### config.mk
export PLATFORM = sky130hd
export DESIGN_NAME = layer_ctrl
export DESIGN_NICKNAME = d
export VERILOG_FILES = /design/src/rtl/layer_ctrl_pkg.sv /design/src/rtl/mod_counter.sv /design/src/rtl/layer_ctrl.sv
export SDC_FILE = /design/constraint.sdc
export NUM_CORES = 1
export LEC_CHECK = 0
export ABC_AREA = 1
export ABC_CLOCK_PERIOD_IN_PS = 1200
export BUFFER_PORTS_ARGS = -buffer_cell sky130_fd_sc_hd__buf_2
export CAP_MARGIN = 20
export CORE_AREA = 2 2 39 41
export CTS_BUF_LIST = sky130_fd_sc_hd__clkbuf_8
export DETAILED_ROUTE_END_ITERATION = 10
export DIE_AREA = 0 0 41 43
export SLEW_MARGIN = 20
export SYNTH_ARGS = -nofsm -noshare
export SYNTH_HDL_FRONTEND = slang
export SYNTH_SLANG_ARGS = --single-unit
### constraint.sdc
create_clock -name clk -period 1.2 [get_ports clk]
set_input_delay 0.06 -clock clk [delete_from_list [all_inputs] [get_ports clk]]
set_output_delay 0.06 -clock clk [all_outputs]
set_load 0.005 [all_outputs]
### src/rtl/layer_ctrl_pkg.sv
// Shared types and width helpers for the layer_M_N_P_T control path.
package layer_ctrl_pkg;

    typedef enum logic [1:0] {
        LOAD    = 2'd0,
        COMPUTE = 2'd1,
        DRAIN   = 2'd2,
        OUTPUT  = 2'd3
    } state_t;

    // Counter/select width that never collapses to zero bits for a range of 1.
    function automatic int unsigned clog2_min1(input int unsigned v);
        return (v <= 1) ? 1 : $clog2(v);
    endfunction

endpackage

### src/rtl/mod_counter.sv
// Modulo-MAX up-counter with async active-low reset and a terminal-count flag.
module mod_counter
    import layer_ctrl_pkg::*;
#(
    parameter  int unsigned MAX = 2,
    localparam int unsigned CW  = clog2_min1(MAX)
) (
    input  logic          clk,
    input  logic          rst_n,
    input  logic          inc,
    output logic [CW-1:0] count,
    output logic          last
);

    logic [CW-1:0] r_count;
    logic          w_last;

    assign w_last = (r_count == CW'(MAX - 1));

    always_ff @(posedge clk or negedge rst_n) begin
        if (!rst_n) begin
            r_count <= '0;
        end else if (inc) begin
            r_count <= w_last ? '0 : r_count + 1'b1;
        end
    end

    assign count = r_count;
    assign last  = w_last;

endmodule

### src/rtl/layer_ctrl.sv
// Control FSM for a matrix-vector layer: loads N inputs, sequences M/P row
// groups through P MAC lanes, then streams the P lane results per group.
module layer_ctrl
    import layer_ctrl_pkg::*;
#(
    parameter  int unsigned M  = 4,
    parameter  int unsigned N  = 3,
    parameter  int unsigned P  = 2,
    localparam int unsigned XW = $clog2(N),
    localparam int unsigned WW = $clog2(N * M / P),
    localparam int unsigned SW = clog2_min1(P)
) (
    input  logic          clk,
    input  logic          reset,
    input  logic          s_valid,
    output logic          s_ready,
    output logic          m_valid,
    input  logic          m_ready,
    output logic          x_we,
    output logic [XW-1:0] x_addr,
    output logic [WW-1:0] w_addr,
    output logic          clr_acc,
    output logic          en_acc,
    output logic [SW-1:0] out_sel
);

    localparam int unsigned G  = M / P;
    localparam int unsigned GW = clog2_min1(G);

    state_t        r_state;
    state_t        w_state_nxt;
    logic          r_en_acc;

    logic [XW-1:0] w_k;
    logic [GW-1:0] w_g;
    logic [SW-1:0] w_o;
    logic          w_k_last;
    logic          w_g_last;
    logic          w_o_last;
    logic          w_k_inc;
    logic          w_g_inc;
    logic          w_o_inc;

    logic          w_s_ready;
    logic          w_x_we;

    assign w_s_ready = (r_state == LOAD) & reset;
    assign w_x_we    = s_valid & w_s_ready;

    mod_counter #(.MAX(N)) u_cnt_k (
        .clk   (clk),
        .rst_n (reset),
        .inc   (w_k_inc),
        .count (w_k),
        .last  (w_k_last)
    );

    // g wraps to 0 on the final group's last handshake, so the next vector
    // starts at group 0 without a separate clear.
    mod_counter #(.MAX(G)) u_cnt_g (
        .clk   (clk),
        .rst_n (reset),
        .inc   (w_g_inc),
        .count (w_g),
        .last  (w_g_last)
    );

    mod_counter #(.MAX(P)) u_cnt_o (
        .clk   (clk),
        .rst_n (reset),
        .inc   (w_o_inc),
        .count (w_o),
        .last  (w_o_last)
    );

    always_ff @(posedge clk or negedge reset) begin
        if (!reset) begin
            r_state  <= LOAD;
            r_en_acc <= 1'b0;
        end else begin
            r_state  <= w_state_nxt;
            // Accumulate one cycle behind the address to cover ROM/buffer read latency.
            r_en_acc <= (r_state == COMPUTE);
        end
    end

    always_comb begin
        w_state_nxt = r_state;
        w_k_inc     = 1'b0;
        w_g_inc     = 1'b0;
        w_o_inc     = 1'b0;
        case (r_state)
            LOAD: begin
                w_k_inc = w_x_we;
                if (w_x_we && w_k_last) begin
                    w_state_nxt = COMPUTE;
                end
            end
            COMPUTE: begin
                w_k_inc = 1'b1;
                if (w_k_last) begin
                    w_state_nxt = DRAIN;
                end
            end
            DRAIN: begin
                w_state_nxt = OUTPUT;
            end
            OUTPUT: begin
                if (m_ready) begin
                    w_o_inc = 1'b1;
                    if (w_o_last) begin
                        w_g_inc     = 1'b1;
                        w_state_nxt = w_g_last ? LOAD : COMPUTE;
                    end
                end
            end
            default: begin
                w_state_nxt = LOAD;
            end
        endcase
    end

    assign s_ready = w_s_ready;
    assign x_we    = w_x_we;
    assign m_valid = (r_state == OUTPUT);
    assign x_addr  = w_k;
    assign w_addr  = WW'(w_g) * WW'(N) + WW'(w_k);
    assign clr_acc = (r_state == COMPUTE) && (w_k == '0);
    assign en_acc  = r_en_acc;
    assign out_sel = w_o;

endmodule

Word level (Yosys, flattened, before mapping)
Cells that the tools add are included.
W data, S select, Z words.
{"block": "totals", "register_bits": 7, "elab_cells": 40}
{"block": "classes", "addsub": 4, "multipliers": 1, "n_eq_ne": 8, "muxes": 15, "n_bitwise": 2, "reduce_logical": 5}
{"operator": "$mux W2", "n": 5}
{"operator": "$mux W1", "n": 8}
{"operator": "$ne A2 B1 Y1 const B", "n": 4}
{"operator": "$pmux W2 S4", "n": 1}
{"operator": "$eq A2 B2 Y1 const B", "n": 3}
{"operator": "$logic_not A2 Y1", "n": 2}
{"operator": "$reduce_and A4 Y1", "n": 1}
{"operator": "$add A3 B2 Y3", "n": 1}
{"operator": "$mul A1 B2 Y3 const B", "n": 1}
{"operator": "$add A1 B1 Y1 const B", "n": 2}
{"operator": "$add A2 B1 Y2 const B", "n": 1}
{"operator": "$and A1 B1 Y1", "n": 2}
{"operator": "$eq A2 B1 Y1 const B", "n": 1}
{"operator": "$logic_and A1 B1 Y1", "n": 2}
{"operator": "$pmux W1 S2", "n": 1}

Logic depth before layout (Yosys ltp)
{"block": "logic_depth", "ltp_word": 6, "depth_mapped": 9}

Hierarchy
Synthesis repeated with hierarchy kept, for this count alone.
{"block": "unflattened", "hier_cells": 72, "hier_area_um2": 488.0}
{"mod": "layer_ctrl", "instances": 1, "cells_each": 46, "area_each_um2": 296.5}
{"mod": "mod_counter at u_cnt_g ...", "instances": 2, "cells_each": 7, "area_each_um2": 51.3}
{"mod": "mod_counter at u_cnt_k", "instances": 1, "cells_each": 12, "area_each_um2": 88.8}

Worst setup path before layout
OpenSTA, ideal clock, no wires.
{"block": "synth_path", "kind": "reg2out", "start": "register u_cnt_k.r_count[0], in the netlist u_cnt_k.count[0]", "end": "output port w_addr[1]", "t_arrival_ns": 1.122, "t_required_ns": 1.140, "slack_ns": 0.018, "stages_incl_launch_ff": 5, "path_buffers": 0, "path_cell_list": "dfrtp_1 > ha_1 > inv_1 > fa_1 > inv_1"}
{"block": "synth_between", "elab_chain_cells": 1}
{"item": "from (decl)", "line": "mod_counter.sv:15", "source": "logic [CW-1:0] r_count;"}
{"item": "from (signal assigned)", "line": "mod_counter.sv:24", "source": "r_count <= w_last ? '0 : r_count + 1'b1;"}
{"item": "$add A3 B2 Y3", "line": "layer_ctrl.sv:127", "source": "assign w_addr = WW'(w_g) * WW'(N) + WW'(w_k);"}
{"item": "to (decl)", "line": "layer_ctrl.sv:21", "source": "output logic [WW-1:0] w_addr,"}
No other way between the ends.

Final worst setup path
Same ends and word-level chain as after synthesis.

==> impl_metrics.yaml <==
grt:
  antenna_found_initial: 0
  grt_pass1_wl_mm: 1.50
  grt_overflow_total: 0
  grt_max_degree: 7
  grt_pass1_vias: 367
  grt_use_total_pct: 13.4
final_layout:
  areaGrowthSynthToFinish_pct: 61.6
  mostFrequentLayoutCells: "13 x buf_2, 10 x nand2_1, 8 x buf_4"
  fillers: 138
  diodes: 0
  fin_nets: 92
  finalNonFillerCells: 98
  design_area_um2: 726
  final_layout_size_suffix_gt1_share_pct: 56.1
  fin_util_pct: 52.4
  layout_commonest_cell: "buf_2"
sta:
  fmax_mhz: 689
  whs_ns: 0.103
  finalCritPeriodShare_pct: 121
  rsz0062_at_grt: "yes"
  drv_slew: 0
  worst_pin_slew_ns: 0.158
  finClkSkew_ns: 0.00226
  hold_viol_final: 0
  relSlewSlack_pct: 89.5
  setup_viol: 4
  setup_ws_ns: -0.251
  period_minus_slack_ns: 1.45
run_status:
  failed_checks: "setup timing"
  status: "finished with violations"
power:
  p_seq_share_pct: 21.8
  p_clk_share_pct: 15.8
  switching_power_mw: 0.839
  leakagePower_nw: 0.384
  max-vdd-ir-drop_mv: 1.13
  power_density_nw_per_um2: 2860
  p_comb_share_pct: 62.4
  switching_share_pct: 40.5
  p_int_mw: 1.23
setup_path:
  crit_arrival_ns: 1.39
  crit_family: "adder cells"
  critical_path_class: "flop to output pin"
  worstSetupEndpoint: "w_addr[1]"
  ff2ff_setup_slack_ns: 0.02
  slowest_delay_ns: 0.47
  crit_start: "u_cnt_k.count[0]$_DFFE_PN0P_"
  start_kind: "flop"
  reg2reg_from: "r_state[0]$_DFFE_PN0P_"
  worst-path-stages: 5
  r2r-end: "r_state[0]$_DFFE_PN0P_"
  cp.required_ns: 1.14
  cp.buffers_inverters: 3
  worstPathCellList: "ha_2 > inv_2 > fa_1 > inv_1 > buf_2"
  end_kind: "output pin"
  rr_worst_depth: 7
  crit_path_max_fanout: 2
  cpMaxStageDelayCell: "fa_1"
placed_design:
  dp_slack_ns: -0.0342
  place_congestion: 0.702
  io_buffers: 14
  hpwl_um: 697
  placed_area_um2: 592
  placedCellCount: 91
drt:
  route.detailed.drc: 0
  ant_nets: 0
  vias_per_cell: 4.33
  drt-wirelength-per-cell_um: 9.62
  drtPass1Iterations: 2
  dr.first_iter.drc_count: 3
  vias: 424
  wl_um: 943
floorplanning:
  row_count: 14
  ioPinCount: 15
  die_h_um: 43
  initial_utilization_pct: 32.5
  die_w_um: 41
  die_area_um2: 1760
  coreArea_um2: 1380
synthesis:
  ys_seq_area_share_pct: 39.0
  syn-num-nets: 63
  ys_ff_latch: 7
  yosysWarnings: 0
  yosysUniqueCellTypes: 17
  netlist_instances: 54
  synth_area_um2: 449
  syn_area_per_cell_um2: 8.32
worst_hold_path:
  min_path_type: "input pin to flop"
clocking:
  clk_path_buf_depth: 2
  clk_pin_slew_ns: 0.04
  clkSinkCount: 7
  clockRootBuffer: "clkbuf_8"
  numCtsBuffers: 3
  clock_latency_ns: 0.23
  cts_tree: "built"
  htree_levels: 1
job:
  drv_cap: 0
[registers in the layout, indices dropped and copies added (netlist names)]
register / count
u_cnt_o.count: 1
u_cnt_g.count: 1
r_state: 2
en_acc: 1
u_cnt_k.count: 2
[final cells by class]
class / count / area [um2] / share of cell area (%)
tap: 16 / 20.0 / 2.76
clock inverter: 1 / 3.75 / 0.517
multi-input combinational: 35 / 277 / 38.1
clock buffer: 3 / 41.3 / 5.69
sequential: 7 / 176 / 24.3
inverter: 12 / 50.0 / 6.90
timing repair buffer: 24 / 158 / 21.7
[per-layer routing]
metal  share of wire, %  up-vias  GRT usage, %
met2                 48       13          18.1
met3                6.6        3          7.85
li1                   -      222             -
met5                  0        -             0
met1                 43      186          15.6
met4                2.0        0          8.00
[Yosys cell counts (all sizes together)]
cell | number | area share, %
xor2 | 1 | 2.0
xnor2 | 1 | 2.0
nand4 | 1 | 1.4
nor3 | 1 | 1.1
dfrtp | 7 | 39
ha | 4 | 11
nand3 | 6 | 8.9
a21oi | 1 | 1.1
o21ai | 2 | 2.2
o211ai | 1 | 1.7
nand2 | 15 | 14
nor2 | 1 | 0.83
fa | 1 | 4.5
inv | 12 | 10
[metrics by stage]
| stage | TNS (ns) | power [mW] |
|---|---|---|
| after floorplan | 0 | 1.08 |
| after global placement | -0.0468 | 1.49 |
| after detailed placement | -0.0962 | 1.51 |
| after CTS | -0.422 | 2.00 |
| after global routing | -0.837 | 2.29 |
| final | -0.425 | 2.07 |
[power by group through the flow]
| stage | logic (mW) | registers, mW | clock network [mW] |
|---|---|---|---|
| after floorplan | 0.621 | 0.456 | 0 |
| after global placement | 1.06 | 0.434 | 0 |
| after detailed placement | 1.07 | 0.437 | 0 |
| after CTS | 1.22 | 0.440 | 0.339 |
| after global routing | 1.46 | 0.470 | 0.357 |
| final | 1.29 | 0.451 | 0.328 |
[how the worst min path moves through the flow]
| stage | start | to | slack (ns) | cells past startpoint |
|---|---|---|---|---|
| floorplan | reset | en_acc$_DFF_PN0_ | -0.24 | 0 |
| global placement | reset | en_acc$_DFF_PN0_ | -0.12 | 1 |
| detailed placement | reset | en_acc$_DFF_PN0_ | -0.12 | 1 |
| CTS | m_ready | u_cnt_o.count$_DFFE_PN0P_ | 0.10 | 3 |
| global route | m_ready | u_cnt_o.count$_DFFE_PN0P_ | 0.12 | 3 |
| finish | m_ready | u_cnt_o.count$_DFFE_PN0P_ | 0.10 | 3 |
[logic make-up (layout without fill, tap and decap cells)]
family,after synthesis,after routing,share of synthesized area [%]
and+or+nand+nor,24,24,26.5
buffers and inverters,12,40,10.0
xor gates and xnor gates,2,2,3.90
AOI/OAI and AO/OA,4,4,5.01
adders and majority gates,5,5,15.6
DFF,7,7,39.0
[timing repair]
| item | CTS | global route |
|---|---|---|
| gates cloned | 0 | 0 |
| gates resized for setup | 10 | 10 |
| hold buffers | 1 | 0 |
| buffers inserted | 2 | 0 |
| pin swaps | 1 | 2 |
| setup endpoints to repair | 7 | 9 |
| hold endpoints to repair | 7 | 0 |
[worst register-to-register path, delay by kind of cell, from the launching register on]
kind,cells,cell delay [ns]
and+or+nand+nor,5,0.37
DFF,1,0.45
buffers and inverters,1,0.08
adders and majority gates,1,0.17
No activity file was read; power rests on OpenSTA's default activity.
